--- config.mk ---
export PLATFORM = sky130hd
export DESIGN_NAME = sr_driver
export DESIGN_NICKNAME = d
export VERILOG_FILES = /design/src/rtl/sr_drv_pkg.sv /design/src/rtl/pulse_timer.sv /design/src/rtl/sr_driver.sv
export SDC_FILE = /design/constraint.sdc
export NUM_CORES = 1
export LEC_CHECK = 0
export ABC_CLOCK_PERIOD_IN_PS = 2900
export CORE_MARGIN = 2
export CORE_UTILIZATION = 45
export DETAILED_ROUTE_END_ITERATION = 12
export PLACE_DENSITY = 0.7
export REMOVE_ABC_BUFFERS = 1
export SYNTH_ARGS = -nofsm -noshare
export SYNTH_HDL_FRONTEND = slang
export SYNTH_SLANG_ARGS = --single-unit
export TNS_END_PERCENT = 50
--- constraint.sdc ---
create_clock -name clk -period 2.9 [get_ports clk]
set_clock_uncertainty 0.05 [all_clocks]
set_input_delay 0.58 -clock clk [delete_from_list [all_inputs] [get_ports clk]]
set_output_delay 0.58 -clock clk [all_outputs]
set_load 0.03 [all_outputs]
--- src/rtl/sr_drv_pkg.sv ---
// rtl/sr_drv_pkg.sv - shared types and widths for the SR latch driver
package sr_drv_pkg;

  localparam int CNT_W = 4;
  localparam int ERR_W = 8;

  typedef enum logic [1:0] {
    IDLE  = 2'd0,
    DRIVE = 2'd1,
    GAP   = 2'd2,
    CHECK = 2'd3
  } state_t;

endpackage

--- src/rtl/pulse_timer.sv ---
// rtl/pulse_timer.sv - loadable down-counter timing the drive and gap phases
module pulse_timer
  import sr_drv_pkg::*;
#(
  parameter int W = CNT_W
) (
  input  logic         clk,
  input  logic         rst_n,
  input  logic         load,
  input  logic [W-1:0] load_val,
  output logic         zero
);

  logic [W-1:0] cnt;

  // Holds at zero until the next load so the FSM can dwell on it safely.
  always_ff @(posedge clk or negedge rst_n) begin
    if (!rst_n) begin
      cnt <= '0;
    end else if (load) begin
      cnt <= load_val;
    end else if (cnt != '0) begin
      cnt <= cnt - 1'b1;
    end
  end

  assign zero = (cnt == '0);

endmodule

--- src/rtl/sr_driver.sv ---
// rtl/sr_driver.sv - pulses s/r/en into an external SR latch and checks its feedback
module sr_driver
  import sr_drv_pkg::*;
#(
  parameter int PULSE_W = 2,
  parameter int GAP_W   = 1
) (
  input  logic             clk,
  input  logic             rst_n,
  input  logic             cmd_valid,
  input  logic             cmd_set,
  output logic             cmd_ready,
  output logic             s,
  output logic             r,
  output logic             en,
  input  logic             q_fb,
  output logic             q_exp,
  output logic             mismatch,
  output logic [ERR_W-1:0] err_cnt
);

  localparam logic [CNT_W-1:0] PULSE_LD = CNT_W'(PULSE_W - 1);
  localparam logic [CNT_W-1:0] GAP_LD   = CNT_W'(GAP_W - 1);

  state_t           state;
  state_t           state_nx;
  logic             cmd_q;
  logic             cmd_nx;
  logic             accept;
  logic             drive_nx;
  logic             tmr_load;
  logic [CNT_W-1:0] tmr_val;
  logic             tmr_zero;
  logic             fb_bad;

  assign cmd_ready = (state == IDLE);
  assign accept    = cmd_valid & cmd_ready;
  assign cmd_nx    = accept ? cmd_set : cmd_q;
  assign fb_bad    = (state == CHECK) && (q_fb != q_exp);

  pulse_timer #(.W(CNT_W)) u_timer (
    .clk      (clk),
    .rst_n    (rst_n),
    .load     (tmr_load),
    .load_val (tmr_val),
    .zero     (tmr_zero)
  );

  always_comb begin
    state_nx = state;
    tmr_load = 1'b0;
    tmr_val  = PULSE_LD;
    case (state)
      IDLE: begin
        if (cmd_valid) begin
          state_nx = DRIVE;
          tmr_load = 1'b1;
          tmr_val  = PULSE_LD;
        end
      end
      DRIVE: begin
        if (tmr_zero) begin
          state_nx = GAP;
          tmr_load = 1'b1;
          tmr_val  = GAP_LD;
        end
      end
      GAP: begin
        if (tmr_zero) begin
          state_nx = CHECK;
        end
      end
      CHECK: begin
        state_nx = IDLE;
      end
      default: begin
        state_nx = IDLE;
      end
    endcase
  end

  assign drive_nx = (state_nx == DRIVE);

  always_ff @(posedge clk or negedge rst_n) begin
    if (!rst_n) begin
      state <= IDLE;
      cmd_q <= 1'b0;
    end else begin
      state <= state_nx;
      cmd_q <= cmd_nx;
    end
  end

  // Latch drives are registered from the next state so they line up with DRIVE exactly.
  always_ff @(posedge clk or negedge rst_n) begin
    if (!rst_n) begin
      en <= 1'b0;
      s  <= 1'b0;
      r  <= 1'b0;
    end else begin
      en <= drive_nx;
      s  <= drive_nx & cmd_nx;
      r  <= drive_nx & ~cmd_nx;
    end
  end

  always_ff @(posedge clk or negedge rst_n) begin
    if (!rst_n) begin
      q_exp    <= 1'b0;
      mismatch <= 1'b0;
      err_cnt  <= '0;
    end else begin
      if (state == DRIVE && tmr_zero) begin
        q_exp <= cmd_q;
      end
      mismatch <= fb_bad;
      if (fb_bad && err_cnt != '1) begin
        err_cnt <= err_cnt + 1'b1;
      end
    end
  end

endmodule

==> results.cfg <==
[floorplan]
rows = 16
pin_count = 19
core_region_area_mm2 = 0.00198
dieArea_mm2 = 0.00252
die_w_um = 50.2
start_util_pct = 48.5
die_y_um = 50.2

[worst_setup_path]
crit_slowest_cell = clkdlybuf4s50_1
r2r_setup_slack_ns = 1.24
critPathTopFamily = buffers and inverters
rr_startpoint = u_timer.cnt[0]
critPathCaptureType = primary output
path_max_fanout = 12
worstPathRequired_ns = 2.27
ff2ff_path_depth = 5
crit_arrival_ns = 1.87
critPathMaxStageDelay_ns = 0.73
crit_path_start_kind = flop
reg2reg_to = q_exp
path_cells = nor2_1 -> clkdlybuf4s50_1
critPathBufInv = 1
worstSetupPathType = reg -> out

[clock_tree]
cts_root_buf = clkbuf_4
cts_setup_buffers = 0
cts_tree = yes
clock_path_buffers = 2
cts_resized = 0
ctsHoldBuffers = 0
clk-insertion-delay-late_ns = 0.30
cts_max_level = 1
clk_pin_slew_ns = 0.12
cts_sinks = 20
cts_made_buffers = 3

[finish]
fin_nets = 125
final_cells = 144
final_cell_area_mm2 = 0.00121
final_common_cell = dfrtp_1
final_cell_mix = dfrtp_1 (20), clkdlybuf4s50_1 (18), nor2_1 (12), nand2_1 (9), nor3_1 (9)
n_antenna_cell = 0
layout-drive-gt1-share_pct = 11.1
areaGrowthSynthToFinish_pct = 25.9

[sta]
fin_crit_sh_pct = 86.3
postLayoutSetupSlackWorst_ns = 0.397
tns_ns = 0
setup_viol = 0
timing.fmax_ghz = 0.400
worst_pin_slew_ns = 0.355
hold_ws_ns = 0.486
hold_viol = 0
relSlewSlack_pct = 76.4
slew_viol_final = 0
final.min_clock_period_ns = 2.50
rsz0062_at_grt = false

[logic_synthesis]
synth_ff_type = dfrtp_1
synth_edf_count = 0
avgSynthCellArea_um2 = 10.0
netlist_area_um2 = 961
yosysSeqAreaShare_pct = 52.1
synthArstFlopShare_pct = 100
synth_cell_types = 26
synth_warnings = 0
synthCells = 96
synth-seq-cells = 20

[placed_design]
dp.cells = 140
hpwl_mm = 1.32
gp_congestion = 0.812
placed_area_mm2 = 0.00117
portBuffers = 18
pre_cts_ws_ns = 0.689

[global_route]
grt_usage_pct = 17.0
grt_overflow = 0
grt_pass1_wl_mm = 3.26
grt_pass1_vias = 725
antenna_found_initial = 0
grt_max_degree = 21

[route]
post_drt_wl_per_cell_um = 12.5
num_vias = 764
first_pass_iters = 4
drt-total-wl_mm = 1.80
routed_via_density = 5.31
drt-initial-drc-count = 7
route.detailed.drc = 0
ant_nets = 0

[min_path]
holdPathEnd = err_cnt[0]
hold_path_startpoint = err_cnt[0]
whs_path_depth = 1
worst_hold_path_type = reg -> reg

[pwr]
p_leak_uw = 0.000527
power.density_mw_per_mm2 = 1010
ir_drop_mv = 0.743

[run_status]
status = completed

[job]
maxCapViolCount = 0
-- synth_stat cells (2+ instances only) --
cell      instances  area share, %
nand2_1           9            3.5
nand3_1           4            2.1
nand4_1           2            1.3
dfrtp_1          20             52
inv_1             6            2.3
nor3_1            9            4.7
a21oi_1           6            3.1
nor2_1           12            4.7
o21ai_0           2            1.0
a211oi_1          2            1.6
ha_1              2            2.6
xor2_1            4            3.6
mux2_2            5            5.9
-- how the worst max path moves through the flow --
stage | startpoint | endpoint | slack, ns | cells after the start
2_1_floorplan | err_cnt[0] | err_cnt[1] | 1.25 | 5
3_3_place_gp | q_fb | err_cnt[6] | 0.71 | 5
3_5_place_dp | q_fb | err_cnt[7] | 0.69 | 5
4_1_cts | state[0] | cmd_ready | 0.42 | 2
5_1_grt | state[0] | cmd_ready | 0.33 | 2
6_report | state[0] | cmd_ready | 0.40 | 2
-- kinds of logic (layout without fill, tap and decap cells) --
group,after synthesis,count (layout),synth area share (%)
AND/OR/NAND/NOR,43,43,23.4
flip-flops,20,20,52.1
AO/OA/AOI/OAI,13,13,8.07
buffers and inverters,8,29,3.25
multiplexers,6,6,6.90
XOR/XNOR,4,4,3.65
adder cells (fa/ha/maj),2,2,2.60
-- registers in the layout, summed over array words and instances, names as in the netlist --
name and count:
state 2, err_cnt 8, en 1, cmd_q 1
q_exp 1, u_timer.cnt 4, mismatch 1, s 1
r 1
-- report_power, final --
part	switching (uW)	internal, uW	leakage, uW
clock	83.9	76.5	0.0000210
sequential	119	378	0.000256
combinational	312	250	0.000249
total	515	705	0.000527
-- final cells by class --
type / instances / area, um^2
clock buffer: 4 / 36.3
inverter: 6 / 22.5
tap: 27 / 33.8
sequential: 20 / 500
timing repair buffer: 19 / 188
multi-input combinational: 68 / 429
fill: 160 / 772
-- through the flow --
| step | total power (uW) | util [%] |
|---|---|---|
| after global placement | 1040 | 59.2 |
| after global routing | 1330 | 61.0 |
| final | 1220 | 61.0 |
| after detailed placement | 1070 | 59.2 |
| after floorplan | 861 | - |
| after CTS | 1230 | 61.0 |
-- per-layer routing --
layer  track usage [%]  vias to the layer above  part of all wire, %
li1                  -                      381                    -
met1              21.4                      357                   43
met2              27.9                       24                   51
met3              4.76                        2                  6.2
met4              6.02                        0                 0.33
met5                 0                        -                    0
No activity file was read; power rests on OpenSTA's default activity.
